File: src/rtl/ib_avf_pkg.sv
`default_nettype none
// ============================================================================
//  Module      : ib_avf_pkg
//  Description : Shared constants and FSM state encoding for the ib_avf blocks.
//  Revision    : 1.0  initial release
// ============================================================================
package ib_avf_pkg;

  localparam int DURATION_WIDTH = 10;

  typedef enum logic [1:0] {
    ST_RUN   = 2'd0,
    ST_DRAIN = 2'd1,
    ST_SNAP  = 2'd2
  } avf_state_e;

endpackage
`default_nettype wire

File: src/rtl/ib_avf_acc_if.sv
`default_nettype none
// ============================================================================
//  Module      : ib_avf_acc_if
//  Description : Residency FIFO consumer port plus snapshot req/valid/ack port.
//  Revision    : 1.0  initial release
// ============================================================================
interface ib_avf_acc_if
  import ib_avf_pkg::*;
#(
  parameter int DUR_WIDTH    = DURATION_WIDTH,
  parameter int WEIGHT_WIDTH = 8,
  parameter int ACC_WIDTH    = 32,
  parameter int CNT_WIDTH    = 16
);

  logic                    dur_push;
  logic [DUR_WIDTH-1:0]    ib_duration;
  logic [WEIGHT_WIDTH-1:0] ace_bits;
  logic                    pop;
  logic                    snap_req;
  logic                    snap_valid;
  logic                    snap_ack;
  logic [ACC_WIDTH-1:0]    snap_acc;
  logic [CNT_WIDTH-1:0]    snap_cnt;
  logic                    overrun;

  modport master (
    output dur_push, ib_duration, ace_bits, snap_req, snap_ack,
    input  pop, snap_valid, snap_acc, snap_cnt, overrun
  );

  modport slave (
    input  dur_push, ib_duration, ace_bits, snap_req, snap_ack,
    output pop, snap_valid, snap_acc, snap_cnt, overrun
  );

endinterface
`default_nettype wire

File: src/rtl/ib_avf_mac.sv
`default_nettype none
// ============================================================================
//  Module      : ib_avf_mac
//  Description : Two-stage duration x weight multiply-accumulate with clear.
//                Saturating accumulate when IB_AVF_SAT_EN is defined.
//  Revision    : 1.0  initial release
// ============================================================================
module ib_avf_mac
  import ib_avf_pkg::*;
#(
  parameter int DUR_WIDTH    = DURATION_WIDTH,
  parameter int WEIGHT_WIDTH = 8,
  parameter int ACC_WIDTH    = 32,
  parameter int CNT_WIDTH    = 16
) (
  input  logic                    clk,
  input  logic                    reset,
  input  logic                    i_pop,
  input  logic [DUR_WIDTH-1:0]    i_duration,
  input  logic [WEIGHT_WIDTH-1:0] i_weight,
  input  logic                    i_clear,
  output logic                    o_in_flight,
  output logic [ACC_WIDTH-1:0]    o_acc,
  output logic [CNT_WIDTH-1:0]    o_cnt
);

  localparam int c_PROD_WIDTH = DUR_WIDTH + WEIGHT_WIDTH;

  logic [c_PROD_WIDTH-1:0] w_dur_ext;
  logic [c_PROD_WIDTH-1:0] w_wgt_ext;
  logic [c_PROD_WIDTH-1:0] w_prod;
  logic [ACC_WIDTH-1:0]    w_prod_ext;
  logic [ACC_WIDTH-1:0]    w_acc_nxt;
  logic [CNT_WIDTH-1:0]    w_cnt_nxt;

  logic [c_PROD_WIDTH-1:0] r_prod;
  logic                    r_prod_vld;
  logic [ACC_WIDTH-1:0]    r_acc;
  logic [CNT_WIDTH-1:0]    r_cnt;

  always_comb begin
    w_dur_ext                  = '0;
    w_dur_ext[DUR_WIDTH-1:0]   = i_duration;
    w_wgt_ext                  = '0;
    w_wgt_ext[WEIGHT_WIDTH-1:0] = i_weight;
    w_prod                     = w_dur_ext * w_wgt_ext;
    w_prod_ext                 = '0;
    w_prod_ext[c_PROD_WIDTH-1:0] = r_prod;
  end

`ifdef IB_AVF_SAT_EN
  logic [ACC_WIDTH:0] w_acc_sum;

  // A carry out of the wide sum means the true total no longer fits.
  always_comb begin
    w_acc_sum = {1'b0, r_acc} + {1'b0, w_prod_ext};
    w_acc_nxt = w_acc_sum[ACC_WIDTH] ? {ACC_WIDTH{1'b1}} : w_acc_sum[ACC_WIDTH-1:0];
    w_cnt_nxt = (&r_cnt) ? r_cnt : r_cnt + 1'b1;
  end
`else
  always_comb begin
    w_acc_nxt = r_acc + w_prod_ext;
    w_cnt_nxt = r_cnt + 1'b1;
  end
`endif

  always_ff @(posedge clk or negedge reset) begin
    if (!reset) begin
      r_prod     <= '0;
      r_prod_vld <= 1'b0;
      r_acc      <= '0;
      r_cnt      <= '0;
    end else begin
      r_prod_vld <= i_pop;
      if (i_pop) begin
        r_prod <= w_prod;
      end
      if (i_clear) begin
        r_acc <= '0;
        r_cnt <= '0;
      end else if (r_prod_vld) begin
        r_acc <= w_acc_nxt;
        r_cnt <= w_cnt_nxt;
      end
    end
  end

  assign o_in_flight = r_prod_vld;
  assign o_acc       = r_acc;
  assign o_cnt       = r_cnt;

endmodule
`default_nettype wire

File: src/rtl/ib_avf_acc.sv
`default_nettype none
// ============================================================================
//  Module      : ib_avf_acc
//  Description : Residency FIFO consumer: occupancy tracking, pop control and
//                snapshot FSM around the ib_avf_mac accumulator.
//                Optional macro: IB_AVF_SAT_EN (saturating acc/cnt).
//  Revision    : 1.0  initial release
// ============================================================================
module ib_avf_acc
  import ib_avf_pkg::*;
#(
  parameter int DUR_WIDTH    = DURATION_WIDTH,
  parameter int WEIGHT_WIDTH = 8,
  parameter int ACC_WIDTH    = 32,
  parameter int CNT_WIDTH    = 16
) (
  input  logic          clk,
  input  logic          reset,
  ib_avf_acc_if.slave   bus
);

  localparam logic [1:0] c_ST_RUN   = ST_RUN;
  localparam logic [1:0] c_ST_DRAIN = ST_DRAIN;
  localparam logic [1:0] c_ST_SNAP  = ST_SNAP;

  logic [1:0]           r_state;
  logic [1:0]           r_occ;
  logic                 r_overrun;
  logic [1:0]           w_state_nxt;
  logic                 w_pop;
  logic                 w_clear;
  logic                 w_in_flight;
  logic [ACC_WIDTH-1:0] w_acc;
  logic [CNT_WIDTH-1:0] w_cnt;

  assign w_pop   = (r_state == c_ST_RUN) && (r_occ != 2'd0);
  assign w_clear = (r_state == c_ST_SNAP) && bus.snap_ack;

  // occ mirrors the producer's 2-entry FIFO; a push into a full FIFO loses data.
  always_ff @(posedge clk or negedge reset) begin
    if (!reset) begin
      r_occ     <= 2'd0;
      r_overrun <= 1'b0;
    end else begin
      case ({bus.dur_push, w_pop})
        2'b10: begin
          if (r_occ == 2'd2) begin
            r_overrun <= 1'b1;
          end else begin
            r_occ <= r_occ + 2'd1;
          end
        end
        2'b01:   r_occ <= r_occ - 2'd1;
        default: ;
      endcase
    end
  end

  always_comb begin
    w_state_nxt = r_state;
    case (r_state)
      c_ST_RUN:   if (bus.snap_req) w_state_nxt = c_ST_DRAIN;
      c_ST_DRAIN: if (!w_in_flight) w_state_nxt = c_ST_SNAP;
      c_ST_SNAP:  if (bus.snap_ack) w_state_nxt = c_ST_RUN;
      default:    w_state_nxt = c_ST_RUN;
    endcase
  end

  always_ff @(posedge clk or negedge reset) begin
    if (!reset) begin
      r_state <= c_ST_RUN;
    end else begin
      r_state <= w_state_nxt;
    end
  end

  ib_avf_mac #(
    .DUR_WIDTH    (DUR_WIDTH),
    .WEIGHT_WIDTH (WEIGHT_WIDTH),
    .ACC_WIDTH    (ACC_WIDTH),
    .CNT_WIDTH    (CNT_WIDTH)
  ) u_mac (
    .clk         (clk),
    .reset       (reset),
    .i_pop       (w_pop),
    .i_duration  (bus.ib_duration),
    .i_weight    (bus.ace_bits),
    .i_clear     (w_clear),
    .o_in_flight (w_in_flight),
    .o_acc       (w_acc),
    .o_cnt       (w_cnt)
  );

  assign bus.pop        = w_pop;
  assign bus.snap_valid = (r_state == c_ST_SNAP);
  assign bus.snap_acc   = w_acc;
  assign bus.snap_cnt   = w_cnt;
  assign bus.overrun    = r_overrun;

endmodule
`default_nettype wire
File: src/flat_wrapper.sv
// flat-port wrapper written by rule: the top's interface ports become plain ports
module ib_avf_acc_flat import ib_avf_pkg::*;
#(
  parameter int DUR_WIDTH    = DURATION_WIDTH,
  parameter int WEIGHT_WIDTH = 8,
  parameter int ACC_WIDTH    = 32,
  parameter int CNT_WIDTH    = 16
)
  (clk, reset, bus_dur_push, bus_ib_duration, bus_ace_bits, bus_snap_req, bus_snap_ack, bus_pop, bus_snap_valid, bus_snap_acc, bus_snap_cnt, bus_overrun);
  ib_avf_acc_if #(.DUR_WIDTH(DUR_WIDTH), .WEIGHT_WIDTH(WEIGHT_WIDTH), .ACC_WIDTH(ACC_WIDTH), .CNT_WIDTH(CNT_WIDTH)) bus_i ();
  input  logic clk;
  input  logic reset;
  input wire logic [$bits(bus_i.dur_push)-1:0] bus_dur_push;
  input wire logic [$bits(bus_i.ib_duration)-1:0] bus_ib_duration;
  input wire logic [$bits(bus_i.ace_bits)-1:0] bus_ace_bits;
  input wire logic [$bits(bus_i.snap_req)-1:0] bus_snap_req;
  input wire logic [$bits(bus_i.snap_ack)-1:0] bus_snap_ack;
  output wire logic [$bits(bus_i.pop)-1:0] bus_pop;
  output wire logic [$bits(bus_i.snap_valid)-1:0] bus_snap_valid;
  output wire logic [$bits(bus_i.snap_acc)-1:0] bus_snap_acc;
  output wire logic [$bits(bus_i.snap_cnt)-1:0] bus_snap_cnt;
  output wire logic [$bits(bus_i.overrun)-1:0] bus_overrun;
  assign bus_i.dur_push = bus_dur_push;
  assign bus_i.ib_duration = bus_ib_duration;
  assign bus_i.ace_bits = bus_ace_bits;
  assign bus_i.snap_req = bus_snap_req;
  assign bus_i.snap_ack = bus_snap_ack;
  assign bus_pop = bus_i.pop;
  assign bus_snap_valid = bus_i.snap_valid;
  assign bus_snap_acc = bus_i.snap_acc;
  assign bus_snap_cnt = bus_i.snap_cnt;
  assign bus_overrun = bus_i.overrun;
  ib_avf_acc #(.DUR_WIDTH(DUR_WIDTH), .WEIGHT_WIDTH(WEIGHT_WIDTH), .ACC_WIDTH(ACC_WIDTH), .CNT_WIDTH(CNT_WIDTH)) u_core (.clk(clk), .reset(reset), .bus(bus_i));
endmodule
File: config.mk
export PLATFORM = sky130hd
export DESIGN_NAME = ib_avf_acc_flat
export DESIGN_NICKNAME = d
export VERILOG_FILES = /design/src/rtl/ib_avf_pkg.sv /design/src/rtl/ib_avf_acc_if.sv /design/src/rtl/ib_avf_mac.sv /design/src/rtl/ib_avf_acc.sv /design/src/flat_wrapper.sv
export SDC_FILE = /design/constraint.sdc
export NUM_CORES = 1
export LEC_CHECK = 0
export CORE_MARGIN = 2
export CORE_UTILIZATION = 66
export CTS_CLUSTER_DIAMETER = 120
export DETAILED_ROUTE_END_ITERATION = 8
export DONT_BUFFER_PORTS = 1
export GPL_ROUTABILITY_DRIVEN = 0
export PLACE_DENSITY = 0.81
export SLEW_MARGIN = 20
export SYNTH_ARGS = -nofsm -noshare
export SYNTH_HDL_FRONTEND = slang
export SYNTH_SLANG_ARGS = --single-unit
File: constraint.sdc
create_clock -name clk -period 3.3 [get_ports clk]
set_input_delay 0 -clock clk [delete_from_list [all_inputs] [get_ports clk]]
set_output_delay 0 -clock clk [all_outputs]
set_load 0.01 [all_outputs]
==> results.txt, run 1 <==
The worst pin sits at a relative slew slack of 0.402. The path class of the tightest hold or removal check is input port to flip-flop. The die is 104 um tall. The combined global-route utilization of all metal layers came out at 0.283. The worst-skew pair later-pin latency is 0.36 ns.

Counting flops with a built-in enable in the synthesized netlist gives 0. STA classifies the critical path endpoint as a flip-flop. The pin count of the biggest net entering global routing is 73. Tracing the worst setup path back leads to its startpoint at bus_ib_duration[2]. The number of hold violations in the final report came out at 0. The share of the Yosys chip area taken by registers is 0.271.

Of all nets on the critical path, the largest fanout is 8. The unique cell type count in the Yosys netlist came out at 57. The worst setup path is launched from an input port.

Static timing analysis puts the maximum clock frequency at 282 MHz. The area growth from synthesis to layout is 12.9%. For this run, the leading register cell type out of synthesis is sky130_fd_sc_hd__dfrtp_1. The data arrival time at the worst-slack endpoint came out at 3.78 ns. The total clock sinks came out at 72.

The share of the clock period used by the worst path after layout came out at 1.07. The detail-routed net length per standard cell came out at roughly 17 um. The final number of max-transition violations is 0. The placeable core region came out at slightly below 10000 um2. The wire length reported by the detailed router came out at roughly 15000 um.

Cell internal power was estimated by the tool at 3.70 mW. The synthesis warning total came out at 0. The clock skew came out at 0.00760 ns.

After synthesis, the most frequently instantiated cells are sky130_fd_sc_hd__and2_1 (74), sky130_fd_sc_hd__dfrtp_1 (72), sky130_fd_sc_hd__nand2_1 (71). The analysis attributes to net switching a power of 3.40 mW. The wire length of the first global-routing pass came out at 25200 um. The data required time at the worst endpoint is 3.54 ns.

The number of synthesized register bits came out at 72. By area the synthesized netlist is led by sky130_fd_sc_hd__dfrtp_1 (27%), sky130_fd_sc_hd__fa_1 (15%), sky130_fd_sc_hd__ha_1 (11%). At the pin with the least slew margin, the transition time is about 0.9 ns. The fraction of final layout cells sized beyond drive strength 1 is 0.131.

The fraction of the mapped netlist area in simple logic gates came out at 0.203. The switching share of total power is 0.479. The checks that failed: setup timing. The count of maximum capacitance violations is 0. In the post-route analysis, the smallest setup slack over all paths is -0.245 ns. Using the TritonRoute via totals, the vias-per-cell ratio works out to 6.04. The startpoint identified for the worst hold timing path is bus_ace_bits[1]. The initial utilization of the core area, before any placement, comes to 0.679. Among all cell types in the netlist, the one instantiated most often is sky130_fd_sc_hd__and2_1. The root buffer cell chosen for the clock tree is sky130_fd_sc_hd__clkbuf_8.

The number of antenna repair diodes came out at 0. The cell count after placement is a little under 900. The number of buffer cells added on primary ports came out at 0. The share of total power dissipated in the clock network is 0.091. The initial antenna violation count came out at 0. The sequential cell fraction of total power came out at 0.236. The adder and majority gate portion of the synthesized area came out at 0.255. The net count of the mapped netlist is 860. For this run the aggregate overflow at the end of global routing stands at 0.

The remaining antenna violation count is 0. The floorplan die area came out at 10900 um2. In this run the deepest clock path goes through 2 buffers.

The final total power is 7.10 mW. The flow ran to the end, but the final reports show violations. For this run, the post-layout net count is 897. The setup total negative slack is -0.960 ns. The maximum resistive drop on vdd is 0.461 mV. The minimum clock period after layout came out at 3.54 ns. Of all flip-flops after synthesis, the portion carrying an async set or reset was 1.00.

Setup repair after global routing could not meet its margin everywhere. The top cell type by total area after synthesis is sky130_fd_sc_hd__dfrtp_1. The gate count after technology mapping is 731.

The number of placed I/O pins came out at between 70 and 80. Summed over all nets, the half-perimeter wirelength after detailed placement is 11100 um. The worst setup path is of the input port to flip-flop kind.

In this run the horizontal extent of the chip is about 100 um. The count of routing violations after the opening detailed-route iteration came out at ~200. In this run the critical register-to-register path is launched from u_core.u_mac.o_acc[0]. The combinational share of power is 0.673. The post-CTS clock slew at the launch and capture registers of the worst setup and hold paths is 0.08 ns.

The multiplexer fraction of the synthesized cell area came out at 0.0196. For this design the static power due to leakage is 3.70 nW. The first-pass detailed-route iteration total is 5. The share of synthesized area in the top cell type comes to 0.271. The number of buffers inserted during clock tree synthesis is 9. By area, the combinational part of the netlist is dominated by adder cells. The residual DRC count is 0. The number of global-route vias before repair came out at 5487. The power density of the placed cells came out at 947 nW/um2. The deepest level of the CTS H-tree is 3. The netlist area before placement came out at 6640 um2. Setup violations remaining at the end of the flow were counted as 7. The xor/xnor cell area share of the yosys netlist is 0.0594.

The floorplan has 36 rows. The reg2reg setup slack came out at 0.56 ns. The mean instance size in the synthesized netlist came out at approximately 9.1 um2. The minimum hold slack came out at 0.0198 ns. Detailed routing inserted a total of about 5500 vias. The finished layout holds between 900 and 1000 standard cells, fillers aside. The fraction of the mapped netlist area in compound gates came to 0.140.

TritonCTS built the clock tree.
## timing repair
action,4_1_cts,5_1_grt
endpoints found under the hold margin,78,0
resized for setup,20,12
setup endpoints to repair,6,9
buffers inserted,6,2
hold buffers,7,0
pin swaps,35,22
## layer usage
metal,track usage,wire length [um],vias to the layer above
li1,-,-,2567
met1,0.332,6010,2661
met2,0.500,7900,197
met3,0.0470,751,47
met4,0.142,541,0
met5,0,0,-
## layout make-up
| type | instances | area, um2 |
|---|---|---|
| clock buffer | 9 | 124 |
| clock inverter | 7 | 55.1 |
| fill | 684 | 2280 |
| inverter | 70 | 263 |
| multi-input combinational | 569 | 4690 |
| sequential | 72 | 1800 |
| tap | 133 | 166 |
| timing repair buffer | 46 | 399 |
## flip-flops by register name (all words and copies together) (netlist names)
name and flops:
u_core.bus.overrun 1, u_core.r_occ 2, u_core.r_state 2, u_core.u_mac.o_acc 32
u_core.u_mac.o_cnt 16, u_core.u_mac.o_in_flight 1, u_core.u_mac.r_prod 18
## through the flow
step	utilization	worst slack, ns	instance area (um2)
after floorplan	-	-0.603	6730
after global placement	0.720	-0.583	7030
after detailed placement	0.720	-0.694	7030
after CTS	0.759	-0.183	7420
after global routing	0.767	-0.342	7500
final	0.767	-0.245	7500
## worst max-delay path, stage by stage
cell and delay, ns:
sky130_fd_sc_hd__and2_4 0.14, sky130_fd_sc_hd__fa_1 0.55, sky130_fd_sc_hd__fa_1 0.45, sky130_fd_sc_hd__fa_1 0.56, sky130_fd_sc_hd__inv_2 0.04, sky130_fd_sc_hd__fa_1 0.52
sky130_fd_sc_hd__inv_2 0.06, sky130_fd_sc_hd__ha_4 0.16, sky130_fd_sc_hd__a21o_1 0.15, sky130_fd_sc_hd__a21o_1 0.17, sky130_fd_sc_hd__or4_4 0.54, sky130_fd_sc_hd__a31oi_4 0.21
sky130_fd_sc_hd__xor2_1 0.17, sky130_fd_sc_hd__o21ai_1 0.07
## kinds of logic (layout without fill, tap and decap cells)
kind of cell | after synthesis | count (layout)
AND/OR/NAND/NOR | 264 | 264
buffers and inverters | 90 | 132
multiplexers | 13 | 13
XOR/XNOR | 45 | 45
adder cells (fa/ha/maj) | 106 | 106
AO/OA/AOI/OAI | 141 | 141
flip-flops | 72 | 72
## worst paths after layout
| kind | end | depth (start not counted) |
|---|---|---|
| max | u_core.u_mac.r_prod[14] | 14 |
| min | u_core.u_mac.r_prod[1] | 4 |
| max reg2reg | u_core.u_mac.o_acc[22] | 9 |
| min reg2reg | u_core.r_state[0] | 1 |
| max in group asynchronous | u_core.r_occ[1] | 2 |
| min in group asynchronous | u_core.u_mac.o_cnt[10] | 2 |
## power by group through the flow
stage,sequential (mW),clock [mW],combinational [mW]
after floorplan,1.57,0,3.20
after global placement,1.67,0,3.95
after detailed placement,1.69,0,4.12
after CTS,1.67,0.654,4.45
after global routing,1.73,0.689,5.31
final,1.67,0.644,4.78
## placed cells by master (no fill, tap or decap), types with 22 or more instances in the layout
master | Yosys | final
sky130_fd_sc_hd__a21oi_1 | 28 | 26
sky130_fd_sc_hd__and2_1 | 74 | 68
sky130_fd_sc_hd__buf_4 | 0 | 34
sky130_fd_sc_hd__dfrtp_1 | 72 | 72
sky130_fd_sc_hd__fa_1 | 49 | 46
sky130_fd_sc_hd__ha_1 | 57 | 53
sky130_fd_sc_hd__inv_1 | 70 | 63
sky130_fd_sc_hd__nand2_1 | 71 | 69
sky130_fd_sc_hd__nand3_1 | 22 | 22
sky130_fd_sc_hd__nor2_1 | 47 | 47
sky130_fd_sc_hd__o21ai_0 | 39 | 33
sky130_fd_sc_hd__xor2_1 | 25 | 25
Power figures use the tool's default switching activity.
==> run 2, diff against run 1 <==
--- a/config.mk
+++ b/config.mk
@@ -10,2 +10,3 @@
 export CTS_CLUSTER_DIAMETER = 120
+export CTS_CLUSTER_SIZE = 28
 export DETAILED_ROUTE_END_ITERATION = 8
==> constraint.sdc (replaced) <==
create_clock -name clk -period 3.3 [get_ports clk]
set_input_delay 0.495 -clock clk [delete_from_list [all_inputs] [get_ports clk]]
set_output_delay 0.495 -clock clk [all_outputs]
set_load 0.01 [all_outputs]
==> run 2 against run 1 <==
  * The run ends with hold timing, setup timing left
  * Clock power increased by 22%
  * Register-to-register slack got worse by 0.03 ns
  * Via count decreased by 2.1%
  * Final area increased by 1.2%
  * Setup slack got worse by 0.45 ns
  * Fmax decreased by 11%
  * Non-clock buffer count decreased by 6
  * Critical path depth unchanged
  * Total power increased by 0.54%
  * Clock-buffer cell count increased by 1
  * Utilization increased by 0.93 points
==> results.txt, run 2 (same netlist as run 1, synthesis figures left out) <==
The slew at the pin with the worst max-slew slack is slightly above 0.6 ns. The wire length of the first global-routing pass is 25200 um. The internal portion of the total power is approximately 3.8 mW.

The number of placed I/O pins came out at 74. The share of the clock period used by the worst path after layout came out at 1.21. Clock skew on the completed layout was measured at approximately 0.014 ns.

The net switching power figure came out at between 3 and 4 mW. Of the total power, registers draw 0.235. After clock tree synthesis, the clock-pin slew on the worst setup and hold paths is approximately 0.080 ns. The floorplan die area is 10900 um2.

Summed over all nets, the half-perimeter wirelength after detailed placement is 11500 um. Before antenna repair, the detailed router went through 5 iterations. At the later pin of the worst-skew pair, clock insertion delay measures roughly 0.37 ns. The post-layout instance area came out at 7590 um2.

The remaining antenna violation count came out at 0. The worst setup path is launched from an input port. Across the VDD grid, the largest voltage drop is 0.407 mV.

The initial antenna violation count came out at 0. Once routing completed, OpenROAD measured the worst setup slack at -0.691 ns. The final number of max-transition violations came out at 0. The number of hold violations in the final report came to 7. The worst max-slew margin expressed relative to the limit came out at 0.592. The minimum clock period after layout came out at around 4 ns. Wires add up to 15100 um. The type of the most critical hold path is input port to async pin. The number of global-route vias before repair was 5562. The deepest level of the CTS H-tree is 3. After the flow finishes, the layout carries non-filler instances totaling 900. The residual DRC count came out at 0. The TritonCTS clock tree is done. The standard-cell row count came out at 36. The fraction of final layout cells sized beyond drive strength 1 came out at 0.160. In the layout the commonest cells are sky130_fd_sc_hd__dfrtp_1 (72), sky130_fd_sc_hd__nand2_1 (67), sky130_fd_sc_hd__and2_1 (60), sky130_fd_sc_hd__inv_1 (59), sky130_fd_sc_hd__ha_1 (48). The number of buffers inserted during clock tree synthesis came out at 9. The startpoint identified for the worst register-to-register timing path is u_core.u_mac.o_acc[10]. The share of total power dissipated in the clock network is 0.110. The final total power is 7.14 mW.

The count of maximum capacitance violations came out at 0. The power density of the placed cells is 941 nW/um2. Of the total power, combinational logic draws 0.655.

The combined global-route utilization of all metal layers is 0.283. The floorplan step set the die width to 104 um. The clock net in this run drives a total of 72 sinks. The post-synthesis to final-layout area growth came out at 14.3%. The area after detailed placement is 7120 um2.

The data arrival time at the worst-slack endpoint came out at 4.23 ns. The critical path endpoint category is a flip-flop. The starting density of the core is 0.679. The number of antenna repair diodes is 0. Prior to clock tree synthesis, the placed netlist has a worst setup slack of -1.13 ns. The net count reported at finish is 891. The ratio of routed vias to standard cells is 5.95.

The clock root buffer is sky130_fd_sc_hd__clkbuf_8. Entering global routing, the biggest net connects 73 pins. The total of endpoints with negative setup slack in the final report came out at 9. The number of flip-flops in the largest register is 32. The number of buffer cells added on primary ports came out at 0.

The floorplan step set the die height to 104 um. The worst register-to-register path ends at u_core.u_mac.o_acc[24]. The length in cells of the worst reg-to-reg path came out at 8. The switching share of total power is 0.461. The via total after detailed routing is 5355.

The data required time at the worst endpoint is 3.54 ns. The largest fanout on the critical path is 8. The leakage power summed over all cells is 3.72 nW.

Dividing the detail-routed wire length by the instance count gives 16.8 um. On the final layout, the worst hold slack is -0.0133 ns. The commonest non-fill, non-tap cell in the layout is sky130_fd_sc_hd__dfrtp_1.

The cell count after placement came out at 876. The count of routing violations after the opening detailed-route iteration is 295. The upper clock frequency limit is 251 MHz. The clock passes through at most 2 buffers. The placeable core region came out at 9770 um2.

The critical path is of the input port to flip-flop type. The final reports fail on hold timing, setup timing. The remaining global-route overflow is 0. The run finished, with violations left.

The reg2reg setup slack is 0.53 ns. Setup repair after global routing could not meet its margin everywhere.
==> run 2: cell count changes in the layout (fill, tap and decap cells not counted), sizes merged <==
| cell | delta |
|---|---|
| clkinv | +1 |
| clkbuf | +1 |
| inv | -3 |
| dlygate4sd3 | -6 |
| bufinv | +2 |
| clkinvlp | -1 |
==> run 2: power by group through the flow <==
stage / sequential, mW / combinational (mW) / clock [mW]
6_report: 1.68 / 4.68 / 0.783
2_1_floorplan: 1.57 / 3.28 / 0
3_5_place_dp: 1.69 / 4.28 / 0
3_3_place_gp: 1.67 / 4.07 / 0
5_1_grt: 1.72 / 5.21 / 0.823
4_1_cts: 1.68 / 4.48 / 0.787
==> run 2: timing repair <==
action | 4_1_cts | 5_1_grt
buffers inserted | 5 | 2
pin swaps | 43 | 15
endpoints found under the hold margin | 72 | 0
cloned | 0 | 0
hold buffers | 1 | 0
endpoints found under the setup margin | 10 | 10
resized for setup | 18 | 23
==> run 2: worst max-delay path by stage <==
stage               cells past startpoint          startpoint  slack, ns                       to
finish                                 14  bus_ib_duration[6]      -0.69  u_core.u_mac.r_prod[14]
global placement                       14  bus_ib_duration[3]      -1.05  u_core.u_mac.r_prod[14]
CTS                                    14  bus_ib_duration[5]      -0.64  u_core.u_mac.r_prod[14]
global route                           15  bus_ib_duration[5]      -0.82  u_core.u_mac.r_prod[16]
floorplan                              15  bus_ib_duration[7]      -1.10  u_core.u_mac.r_prod[14]
detailed placement                     14     bus_ace_bits[4]      -1.13  u_core.u_mac.r_prod[14]
==> run 2: layer usage <==
| layer | part of all wire | routed length, um | global-route usage | up-vias |
|---|---|---|---|---|
| li1 | - | - | - | 2542 |
| met1 | 0.40 | 5980 | 0.309 | 2592 |
| met2 | 0.52 | 7880 | 0.520 | 172 |
| met3 | 0.050 | 762 | 0.0652 | 49 |
| met4 | 0.032 | 485 | 0.126 | 0 |
| met5 | 0 | 0 | 0 | - |
==> run 2: final cells by class <==
type | instances | area, um2
inverters | 70 | 263
repair buffers | 40 | 344
clock buffers | 10 | 128
fillers | 676 | 2190
flip-flops and latches | 72 | 1800
clock inverters | 6 | 93.8
multi-input cells | 569 | 4790
well taps | 133 | 166
==> run 2: metrics by stage <==
stage               setup TNS, ns  utilization
CTS                         -4.18        0.764
detailed placement          -9.54        0.728
finish                      -4.45        0.776
global route                -5.79        0.776
floorplan                   -6.54            -
global placement            -8.45        0.728
==> run 2: worst max-delay path: stages <==
cell	delay (ns)
sky130_fd_sc_hd__and2_4	0.14
sky130_fd_sc_hd__fa_1	0.50
sky130_fd_sc_hd__fa_1	0.50
sky130_fd_sc_hd__fa_1	0.50
sky130_fd_sc_hd__inv_2	0.04
sky130_fd_sc_hd__fa_1	0.49
sky130_fd_sc_hd__inv_2	0.05
sky130_fd_sc_hd__ha_4	0.22
sky130_fd_sc_hd__a21o_1	0.15
sky130_fd_sc_hd__a21o_1	0.19
sky130_fd_sc_hd__or4_4	0.54
sky130_fd_sc_hd__a31oi_4	0.19
sky130_fd_sc_hd__xor2_1	0.14
sky130_fd_sc_hd__o21ai_1	0.08
